==> src/rtl/zero_test_arbiter.sv <==
// zero_test_arbiter
// A single WIDTH-bit subtract and zero-detect unit shared between two requesters,
// for example the branch resolver (port 0) and the flag-setting compare path
// (port 1). Each cycle a round-robin arbiter picks at most one request and
// computes a - b. The result sits in a one-entry output stage until the owning
// port accepts it under a valid/ready handshake. Flush empties the stage and
// blocks issue for that cycle.

module zero_test_arbiter #(
  parameter int WIDTH = 16
) (
  input  logic             clk,
  input  logic             reset,
  input  logic             flush,
  input  logic [1:0]       req_valid,
  output logic [1:0]       req_ready,
  input  logic [WIDTH-1:0] op_a0,
  input  logic [WIDTH-1:0] op_b0,
  input  logic [WIDTH-1:0] op_a1,
  input  logic [WIDTH-1:0] op_b1,
  output logic [1:0]       resp_valid,
  input  logic [1:0]       resp_ready,
  output logic [WIDTH-1:0] resp_diff,
  output logic             resp_zero,
  output logic             resp_neg,
  output logic             resp_borrow
);

  typedef enum logic {
    EMPTY = 1'b0,
    FULL  = 1'b1
  } stageState_t;

  stageState_t      stageState;
  logic             stageOwner;
  logic             prio;

  logic             canIssue;
  logic             grantValid;
  logic             grantIdx;
  logic [WIDTH-1:0] selA;
  logic [WIDTH-1:0] selB;
  logic [WIDTH-1:0] nextDiff;
  logic             carryOut;

  // Issue is allowed when the stage is free or is being drained this cycle.
  always_comb begin
    canIssue = !reset && !flush &&
               ((stageState == EMPTY) || resp_ready[stageOwner]);
  end

  // Round-robin grant: a lone request wins outright, a tie goes to prio.
  always_comb begin
    // NOTE: every output of a combinational block gets a default first so no
    // path through the case leaves a value unassigned and infers a latch.
    grantValid = 1'b0;
    grantIdx   = 1'b0;
    if (canIssue) begin
      case (req_valid)
        2'b01: begin
          grantValid = 1'b1;
          grantIdx   = 1'b0;
        end
        2'b10: begin
          grantValid = 1'b1;
          grantIdx   = 1'b1;
        end
        2'b11: begin
          grantValid = 1'b1;
          grantIdx   = prio;
        end
        default: begin
          grantValid = 1'b0;
          grantIdx   = 1'b0;
        end
      endcase
    end
    req_ready = grantValid ? (grantIdx ? 2'b10 : 2'b01) : 2'b00;
  end

  // Operand select and subtract as a + ~b + 1; a missing carry-out means a < b.
  always_comb begin
    selA = grantIdx ? op_a1 : op_a0;
    selB = grantIdx ? op_b1 : op_b0;
    {carryOut, nextDiff} = {1'b0, selA} + {1'b0, ~selB} + (WIDTH + 1)'(1);
  end

  // Result is presented one-hot on the owning port whenever the stage is full.
  always_comb begin
    resp_valid = (stageState == FULL) ? (stageOwner ? 2'b10 : 2'b01) : 2'b00;
  end

  // Stage FSM, priority pointer and registered result fields.
  always_ff @(posedge clk) begin
    // NOTE: all state uses non-blocking assignment so every register samples
    // the pre-edge values, independent of statement order.
    if (reset) begin
      // NOTE: the result registers are reset too, because they are directly
      // visible on the outputs and must read as zero after reset.
      stageState  <= EMPTY;
      stageOwner  <= 1'b0;
      prio        <= 1'b0;
      resp_diff   <= '0;
      resp_zero   <= 1'b0;
      resp_neg    <= 1'b0;
      resp_borrow <= 1'b0;
    end else if (flush) begin
      // Flush drops the held result; pointer and result fields are untouched.
      stageState <= EMPTY;
    end else begin
      case (stageState)
        EMPTY: begin
          if (grantValid) begin
            stageState <= FULL;
          end
        end
        FULL: begin
          if (!grantValid && resp_ready[stageOwner]) begin
            stageState <= EMPTY;
          end
        end
        default: stageState <= EMPTY;
      endcase

      if (grantValid) begin
        stageOwner  <= grantIdx;
        prio        <= ~grantIdx;
        resp_diff   <= nextDiff;
        resp_zero   <= (nextDiff == '0);
        resp_neg    <= nextDiff[WIDTH-1];
        resp_borrow <= ~carryOut;
      end
    end
  end

endmodule

==> config.mk <==
export PLATFORM = sky130hd
export DESIGN_NAME = zero_test_arbiter
export DESIGN_NICKNAME = d
export VERILOG_FILES = /design/src/rtl/zero_test_arbiter.sv
export SDC_FILE = /design/constraint.sdc
export NUM_CORES = 1
export LEC_CHECK = 0
export BUFFER_PORTS_ARGS = -buffer_cell sky130_fd_sc_hd__buf_2
export CAP_MARGIN = 15
export CORE_UTILIZATION = 43
export CTS_BUF_LIST = sky130_fd_sc_hd__clkbuf_2 sky130_fd_sc_hd__clkbuf_4 sky130_fd_sc_hd__clkbuf_8
export DETAILED_ROUTE_END_ITERATION = 8
export GPL_ROUTABILITY_DRIVEN = 0
export PLACE_DENSITY_LB_ADDON = 0.2
export SYNTH_ARGS = -nofsm -noshare
export SYNTH_HDL_FRONTEND = slang
export SYNTH_SLANG_ARGS = --single-unit
==> constraint.sdc <==
create_clock -name clk -period 4.36 [get_ports clk]
set_input_delay 0.218 -clock clk [delete_from_list [all_inputs] [get_ports clk]]
set_output_delay 0.218 -clock clk [all_outputs]
set_load 0.05 [all_outputs]
Word-level counts from Yosys, hierarchy flattened

Cells that the tools add are included.

Register bits after elaboration: 22
Input port bits: 71
Output and inout bits: 23
Logic and storage cells: 44

Add/sub/neg operators: 2
Magnitude comparators: 1
Equal/unequal tests: 3
Multiplexer cells: 15
Bitwise gates (word level): 5
Reductions and logical operators: 11

Operators with widths:

| operator                                                    | number |
|---|---|
| two-way mux 16 bit                                          | 2 |
| adder 16 x 16 -> 17 bit                                     | 1 |
| adder 17 x 1 -> 17 bit (second input constant)              | 1 |
| logical NOT 16 bit                                          | 1 |
| NOT 16 bit                                                  | 1 |
| two-way mux 2 bit                                           | 4 |
| two-way mux 1 bit                                           | 7 |
| equality test 2 bit (second input constant)                 | 2 |
| NOT 1 bit                                                   | 4 |
| case mux 1 bit (2 select lines)                             | 2 |
| logical AND 1 bit                                           | 3 |
| logical NOT 1 bit                                           | 3 |
| OR reduction 3 bit                                          | 1 |
| equality test 2 x 1 -> 1 bit (second input constant)        | 1 |
| less-than comparator 1 x 2 -> 1 bit (second input constant) | 1 |
| AND reduction 2 bit                                         | 1 |
| OR reduction 2 bit                                          | 1 |
| logical OR 1 bit                                            | 1 |

Longest topological paths before layout

Gate-level depths: netlist (run 1).

Word-level depth: 10
Mapped depth: 17
Gate-level depth less buffers: 16

Worst setup path after synthesis (run 1)

No wires, ideal clock.

Path type: reg-to-reg
From: register stageOwner
To: register resp_zero
Library setup time: 84 ps
Data arrival time: 3,971 ps
Data required time: 4,276 ps
Setup slack: 305 ps
Cell stages (with the launch flop): 15
Buffers on the path: 1
Clock period less this slack: 4,055 ps
Cell sequence: dfxtp_1 > mux2i_1 > a211oi_1 > nand2_1 > a21oi_1 > buf_2 > mux2i_1 > ha_1 > a211o_1 > a221o_1 > o2111ai_1 > nand3b_1 > xor2_1 > or4_1 > o31ai_2

Word-level cells in the longest chain between the ends: 10
Elaborated cells on any way between the ends: 13
Those cells by class: add/sub: 2; mux: 6; bitwise: 1; reduce/logical: 4

RTL lines:

| what                                                   | line | text |
|---|---|---|
| start: declaration                                     | 35   | `logic stageOwner;` |
| start signal: assignment                               | 126  | `stageOwner <= grantIdx;` |
| two-way mux 1 bit (not written as such) * (2 in a row) | 49   | `((stageState == EMPTY) \|\| resp_ready[stageOwner]);` |
| logical OR 1 bit *                                     | 49   |  |
| logical AND 1 bit *                                    | 48   | `canIssue = !reset && !flush &&` |
| two-way mux 1 bit                                      | 58   | `if (canIssue) begin` |
| two-way mux 16 bit                                     | 84   | `selB = grantIdx ? op_b1 : op_b0;` |
| NOT 16 bit                                             | 85   | `{carryOut, nextDiff} = {1'b0, selA} + {1'b0, ~selB} + (WIDTH + 1)'(1);` |
| adder 16 x 16 -> 17 bit                                | 85   |  |
| adder 17 x 1 -> 17 bit                                 | 85   |  |
| logical NOT 16 bit                                     | 129  | `resp_zero <= (nextDiff == '0);` |
| end signal: assignment                                 | 129  |  |
| end: declaration                                       | 24   | `output logic resp_zero,` |

Mark *: on every way between the ends. The rest lies on a longest branch, timed or not. The select of a mux whose other input is x is not followed.
A chain may end at the register's enable or synchronous reset.

Worst setup path in the final report (run 1)

Ends and elaborated chain as after synthesis.

==> metrics, run 1 <==
outcome finished clean; Min Hold Slack between 0.1 and 0.15 ns; Final Max Tran Viols 0; Pleak about 1.1 nW; Syn Nets between 300 and 400; ant diodes 0; most frequent cells in the layout buf_2, nand2_1, a21oi_1; Period Utilization, post-route between 90 and 100%; Max-slew headroom between 30% and 40%; Mapped Avg Cell Area just under 8 um^2; cell internal pwr approximately 0.39 mW; fillcell total 433; Nets 426; Ys Warns 0; I/O pins between 90 and 100; r2r endpoint resp_zero; max-cap violation count 0; total grt overflow 0; GRT Util Overall ~19%; H-tree depth 1; CP endpoint kind flop; crit path capture resp_zero; final setup vio count 0; CP max stage delay between 0.5 and 0.6 ns; Port Buffers a little over 90; final setup TNS 0 ns; Final min period around 4.1 ns; Least-Margin Pin Slew between 1 and 1.5 ns; Syn Inst Count roughly 250; first-pass detailed-route iteration total 4; Worst Setup SP stageOwner; Avg Vias per Cell around 5.4; total CTS buffers 3; fmax about 250 MHz; kind of critical path reg -> reg; hold path cells 2; share of cells above drive strength 1 around a third; cts hold-fix bufs 0; vias in the first global route about 1800; pwr dens approximately 260 nW/um^2; worst skew pair latency around 0.26 ns; HPWL Detailed 3770 um; IR drop worst, VDD ~120 uV; final WL roughly 4600 um; initial antenna violation count 0; CTS clk-pin slew, worst paths approximately 0.07 ns; R2R depth 14; Die X 69.4 um; root buffer cell clkbuf_8; Final Util between 50 and 60%; pin count of the biggest net entering global routing 23; Seq pwr share 32.4%; Fin. Hold Viols 0; CP Cell Sequence mux2i_1 -> a211oi_2 -> nand2_1 -> a21oi_4 -> buf_12 -> mux2_1 -> ha_1 -> a211o_1 -> a221o_1 -> o2111ai_1 -> nand3b_1 -> xor2_1 -> or4_1 -> o31ai_2; Comb pwr share between 40% and 50%; NetSw 0.261 mW; reg2reg setup slack between 0.3 and 0.4 ns; DRC 0; num rows 24; WP data arrival between 4 and 5 ns; Cell variety after synth 43; Worst Path Required about 4.5 ns; post-DR wirelength/cell roughly 12 um; leading cell type in the layout, fill and taps excluded buf_2; Synth Cell Area approximately 2000 um^2; EDFF count, synth 0; Area growth, synth to finish 30.7%; Die Y-Extent about 70 um; Clock power frac between 10% and 20%; global-route wire length before repair approximately 7500 um; Critical Path Fanout Max 22; Setup Fix Bufs, Post-CTS 0; Die Area ~4800 um^2; Cells after DPL 385; CTS sink count 21; Max Clock Skew about 0.0046 ns; CTS max path bufs 2; pre-CTS WS 0.210 ns; RSZ-0062 raised after global routing false; Via Count around 2100; Hold Crit Class in -> reg; post-route ant nets 0; Placed Area between 2000 and 2500 um^2; Pwr Total between 0.6 and 0.7 mW; core area around 4400 um^2; clock tree from TritonCTS yes; Starting Density between 40% and 50%; Slowest cell on crit path or4_1; sw frac around two fifths; Worst Min Path Start flush; sequential share of the synthesized area 21.5%; ys async rst share 0%; RR Startpoint stageOwner; post_cts resized 0; startpoint types flop; fin area approximately 2600 um^2; Worst Setup Slack, final just over 0.3 ns; initial DRC count 137; Top FF cell, synth dfxtp_1; flops & latches, synth 21; Layout Cells excl Fill between 300 and 400
==> cell type report <==
type / instances / area (um^2) / share of cell area, %
multi-input cells: 209 / 1490 / 58.2
repair buffers: 98 / 515 / 20.2
flip-flops and latches: 21 / 420 / 16.5
well taps: 52 / 65.1 / 2.55
clock buffers: 3 / 41.3 / 1.62
inverters: 5 / 18.8 / 0.736
clock inverters: 1 / 5.00 / 0.196
==> worst max-delay path: cells and delay by family, from the launching register on <==
family,cells,cell delay [ns]
simple gates,3,0.80
xor+xnor,1,0.16
buf+inv,1,0.21
fa+ha+maj,1,0.35
compound gates,6,1.60
flops,1,0.38
mux,2,0.46
==> sequential cells by signal, summed over array words and instances, names as in the netlist <==
register     count
prio             1
resp_borrow      1
resp_zero        1
stageOwner       1
resp_diff       16
stageState       1
==> routing by layer <==
layer	up-vias	wire, um	track usage [%]
met1	946	2200	25.0
met4	0	51	5.44
met5	-	0	0
li1	1078	-	-
met3	4	265	2.18
met2	68	2070	30.9
==> synthesized netlist by cell type, types with 3 or more instances <==
master / instances / area [um^2]
and2_1: 3 / 18.8
mux2_1: 16 / 180
o21ai_0: 4 / 20.0
a21o_1: 4 / 30.0
xnor2_1: 7 / 61.3
a31oi_1: 3 / 18.8
buf_2: 3 / 15.0
a21oi_1: 25 / 125
ha_1: 16 / 200
mux2i_1: 18 / 180
nor3_1: 8 / 40.0
o21ai_1: 7 / 35.0
inv_1: 5 / 18.8
clkbuf_1: 7 / 26.3
nand2_1: 29 / 109
xor2_1: 3 / 26.3
nor4_1: 3 / 18.8
nor2b_1: 3 / 18.8
nor2_1: 23 / 86.3
o21a_1: 3 / 22.5
nand3_1: 4 / 20.0
dfxtp_1: 21 / 420
a211oi_1: 6 / 45.0
==> cell families after synthesis <==
| kind of cell | after synthesis | synth area share (%) |
|---|---|---|
| flops | 21 | 21.5 |
| simple gates | 83 | 19.6 |
| compound gates | 65 | 21.2 |
| xor+xnor | 10 | 4.49 |
| fa+ha+maj | 17 | 11.3 |
| buf+inv | 16 | 3.46 |
| mux | 34 | 18.5 |
==> power groups by stage <==
stage                     registers (mW)  clock network, mW  logic (mW)
after global placement             0.215                  0       0.308
after floorplan                    0.254                  0       0.189
after CTS                          0.212              0.129       0.312
final                              0.212              0.128       0.313
after global routing               0.213              0.136       0.346
after detailed placement           0.216                  0       0.311
==> worst min path at each step <==
stage                       endpoint  slack (ns)
after floorplan           stageState        0.29
after global placement    stageState        0.40
after detailed placement  stageState        0.40
after CTS                 stageState        0.13
after global routing      stageState        0.15
final                     stageState        0.14
(Power assumes the default switching activity.)
==> run 2: changes to the inputs <==
--- a/config.mk
+++ b/config.mk
@@ -11,6 +11,7 @@
 export CTS_BUF_LIST = sky130_fd_sc_hd__clkbuf_2 sky130_fd_sc_hd__clkbuf_4 sky130_fd_sc_hd__clkbuf_8
 export DETAILED_ROUTE_END_ITERATION = 8
 export GPL_ROUTABILITY_DRIVEN = 0
+export MAX_ROUTING_LAYER = met4
 export PLACE_DENSITY_LB_ADDON = 0.2
 export SYNTH_ARGS = -nofsm -noshare
 export SYNTH_HDL_FRONTEND = slang
==> run 2 against run 1 <==
Against the previous run: final area unchanged; sequential cell count stayed put; global-route usage up 0.53 points; fmax grew 0.19%; routed wire length decreased by 0.13%.
==> metrics, run 2 (synthesized netlist as in run 1, its figures left out) <==
Largest Register resp_diff (unchanged); vias in the first global route 1777 (was 1778); IR drop worst, VDD 124 uV (about the same); root buffer cell clkbuf_8 (unchanged); Least-Margin Pin Slew 1.03 ns (about the same); CTS sink count 21 (unchanged); CTS clk-pin slew, worst paths 0.07 ns (about the same); CP max stage delay 0.53 ns (about the same); final WL 4580 um (about the same); Final Max Tran Viols 0 (unchanged); Hold Crit Class in -> reg (unchanged); num rows 24 (unchanged); CP Cell Sequence mux2i_1 -> a211oi_2 -> nand2_1 -> a21oi_4 -> buf_12 -> mux2_1 -> ha_1 -> a211o_1 -> a221o_1 -> o2111ai_1 -> nand3b_1 -> xor2_1 -> or4_1 -> o31ai_2 (unchanged); I/O pins 94 (unchanged); Final min period 4.05 ns (about the same); leading cell type in the layout, fill and taps excluded buf_2 (unchanged); Nets 426 (unchanged); final setup TNS 0 ns (unchanged); outcome finished clean (unchanged); Fin. Hold Viols 0 (unchanged); Starting Density 44.8% (unchanged); most frequent cells in the layout buf_2, nand2_1, a21oi_1 (unchanged); Die Y-Extent 69.4 um (unchanged); Die Area 4810 um^2 (unchanged); Max-slew headroom 31.2% (was 31.5%); Avg Vias per Cell 5.39 (about the same); initial antenna violation count 0 (unchanged); first-pass detailed-route iteration total 4 (unchanged); CP endpoint kind flop (unchanged); total CTS buffers 3 (unchanged); GRT Util Overall 19.0% (was 18.5%); clock tree from TritonCTS yes (unchanged); share of cells above drive strength 1 31.8% (unchanged); final setup vio count 0 (unchanged); Port Buffers 93 (unchanged); ant diodes 0 (unchanged); Final Util 58.6% (unchanged); Layout Cells excl Fill 389 (unchanged); post-route ant nets 0 (unchanged); worst skew pair latency 0.26 ns (about the same); startpoint types flop (unchanged); max-cap violation count 0 (unchanged); Die X 69.4 um (unchanged); Pleak 1.15 nW (unchanged); Worst Setup Slack, final 0.315 ns (was 0.307 ns); Critical Path Fanout Max 22 (unchanged); pin count of the biggest net entering global routing 23 (unchanged); Via Count 2095 (was 2096); DRC 0 (unchanged); max FFs per register 16 (unchanged); fmax 247 MHz (about the same); Slowest cell on crit path or4_1 (unchanged); CTS max path bufs 2 (unchanged); post-DR wirelength/cell 11.8 um (about the same); pwr dens 256 nW/um^2 (about the same); Period Utilization, post-route 92.8% (was 93.0%); initial DRC count 129 (was 137); core area 4350 um^2 (unchanged); Worst Path Required 4.54 ns (about the same); WP data arrival 4.23 ns (was 4.24 ns); HPWL Detailed 3770 um (unchanged); pre-CTS WS 0.210 ns (unchanged); kind of critical path reg -> reg (unchanged); Setup Fix Bufs, Post-CTS 0 (unchanged); Min Hold Slack 0.143 ns (about the same); Max Clock Skew 0.00502 ns (was 0.00458 ns); global-route wire length before repair 7540 um (unchanged); H-tree depth 1 (unchanged); Cells after DPL 385 (unchanged); Area growth, synth to finish 30.7% (unchanged); RSZ-0062 raised after global routing false (unchanged); total grt overflow 0 (unchanged)
## run 2: what timing repair did
action / in CTS / in global routing
endpoints found under the hold margin: 0 / 0
endpoints found under the setup margin: 0 / 1
hold buffers: 0 / 0
resized for setup: 0 / 2
## run 2: critical path, delay by kind of cell, from the launching register on
family	cells	cell delay, ns
simple gates	3	0.80
mux	2	0.46
compound gates	6	1.59
buf+inv	1	0.21
xor+xnor	1	0.16
fa+ha+maj	1	0.35
flops	1	0.38
## run 2: metal layers
layer | routed length (um) | vias to the layer above | global-route usage [%] | share of wire (%)
li1 | - | 1078 | - | -
met1 | 2230 | 950 | 25.1 | 49
met2 | 2070 | 63 | 30.9 | 45
met3 | 227 | 4 | 2.03 | 5.0
met4 | 51 | 0 | 5.44 | 1.1
met5 | 0 | - | - | 0
## run 2: final cells by class
class | count | area (um^2)
Multi-Input combinational cell | 209 | 1490
Fill cell | 433 | 1800
Clock inverter | 1 | 5.00
Timing Repair Buffer | 98 | 515
Inverter | 5 | 18.8
Tap cell | 52 | 65.1
Clock buffer | 3 | 41.3
Sequential cell | 21 | 420
## run 2: worst paths after layout
path,start,to,slack (ns),cells after the start
min,flush,stageState,0.14,2
max reg2reg,stageOwner,resp_zero,0.31,14
min reg2reg,resp_diff[14],resp_diff[14],0.45,2
max,stageOwner,resp_zero,0.31,14
## run 2: power breakdown
part / switching (mW) / internal [mW]
Clock: 0.0647 / 0.0637
Combinational: 0.189 / 0.125
Sequential: 0.00740 / 0.204
Total: 0.261 / 0.393
## run 2: stage by stage
step / area [um^2] / power [mW]
after global routing: 2550 / 0.695
after CTS: 2540 / 0.653
after detailed placement: 2490 / 0.527
after floorplan: 1950 / 0.443
after global placement: 2490 / 0.524
final: 2550 / 0.654
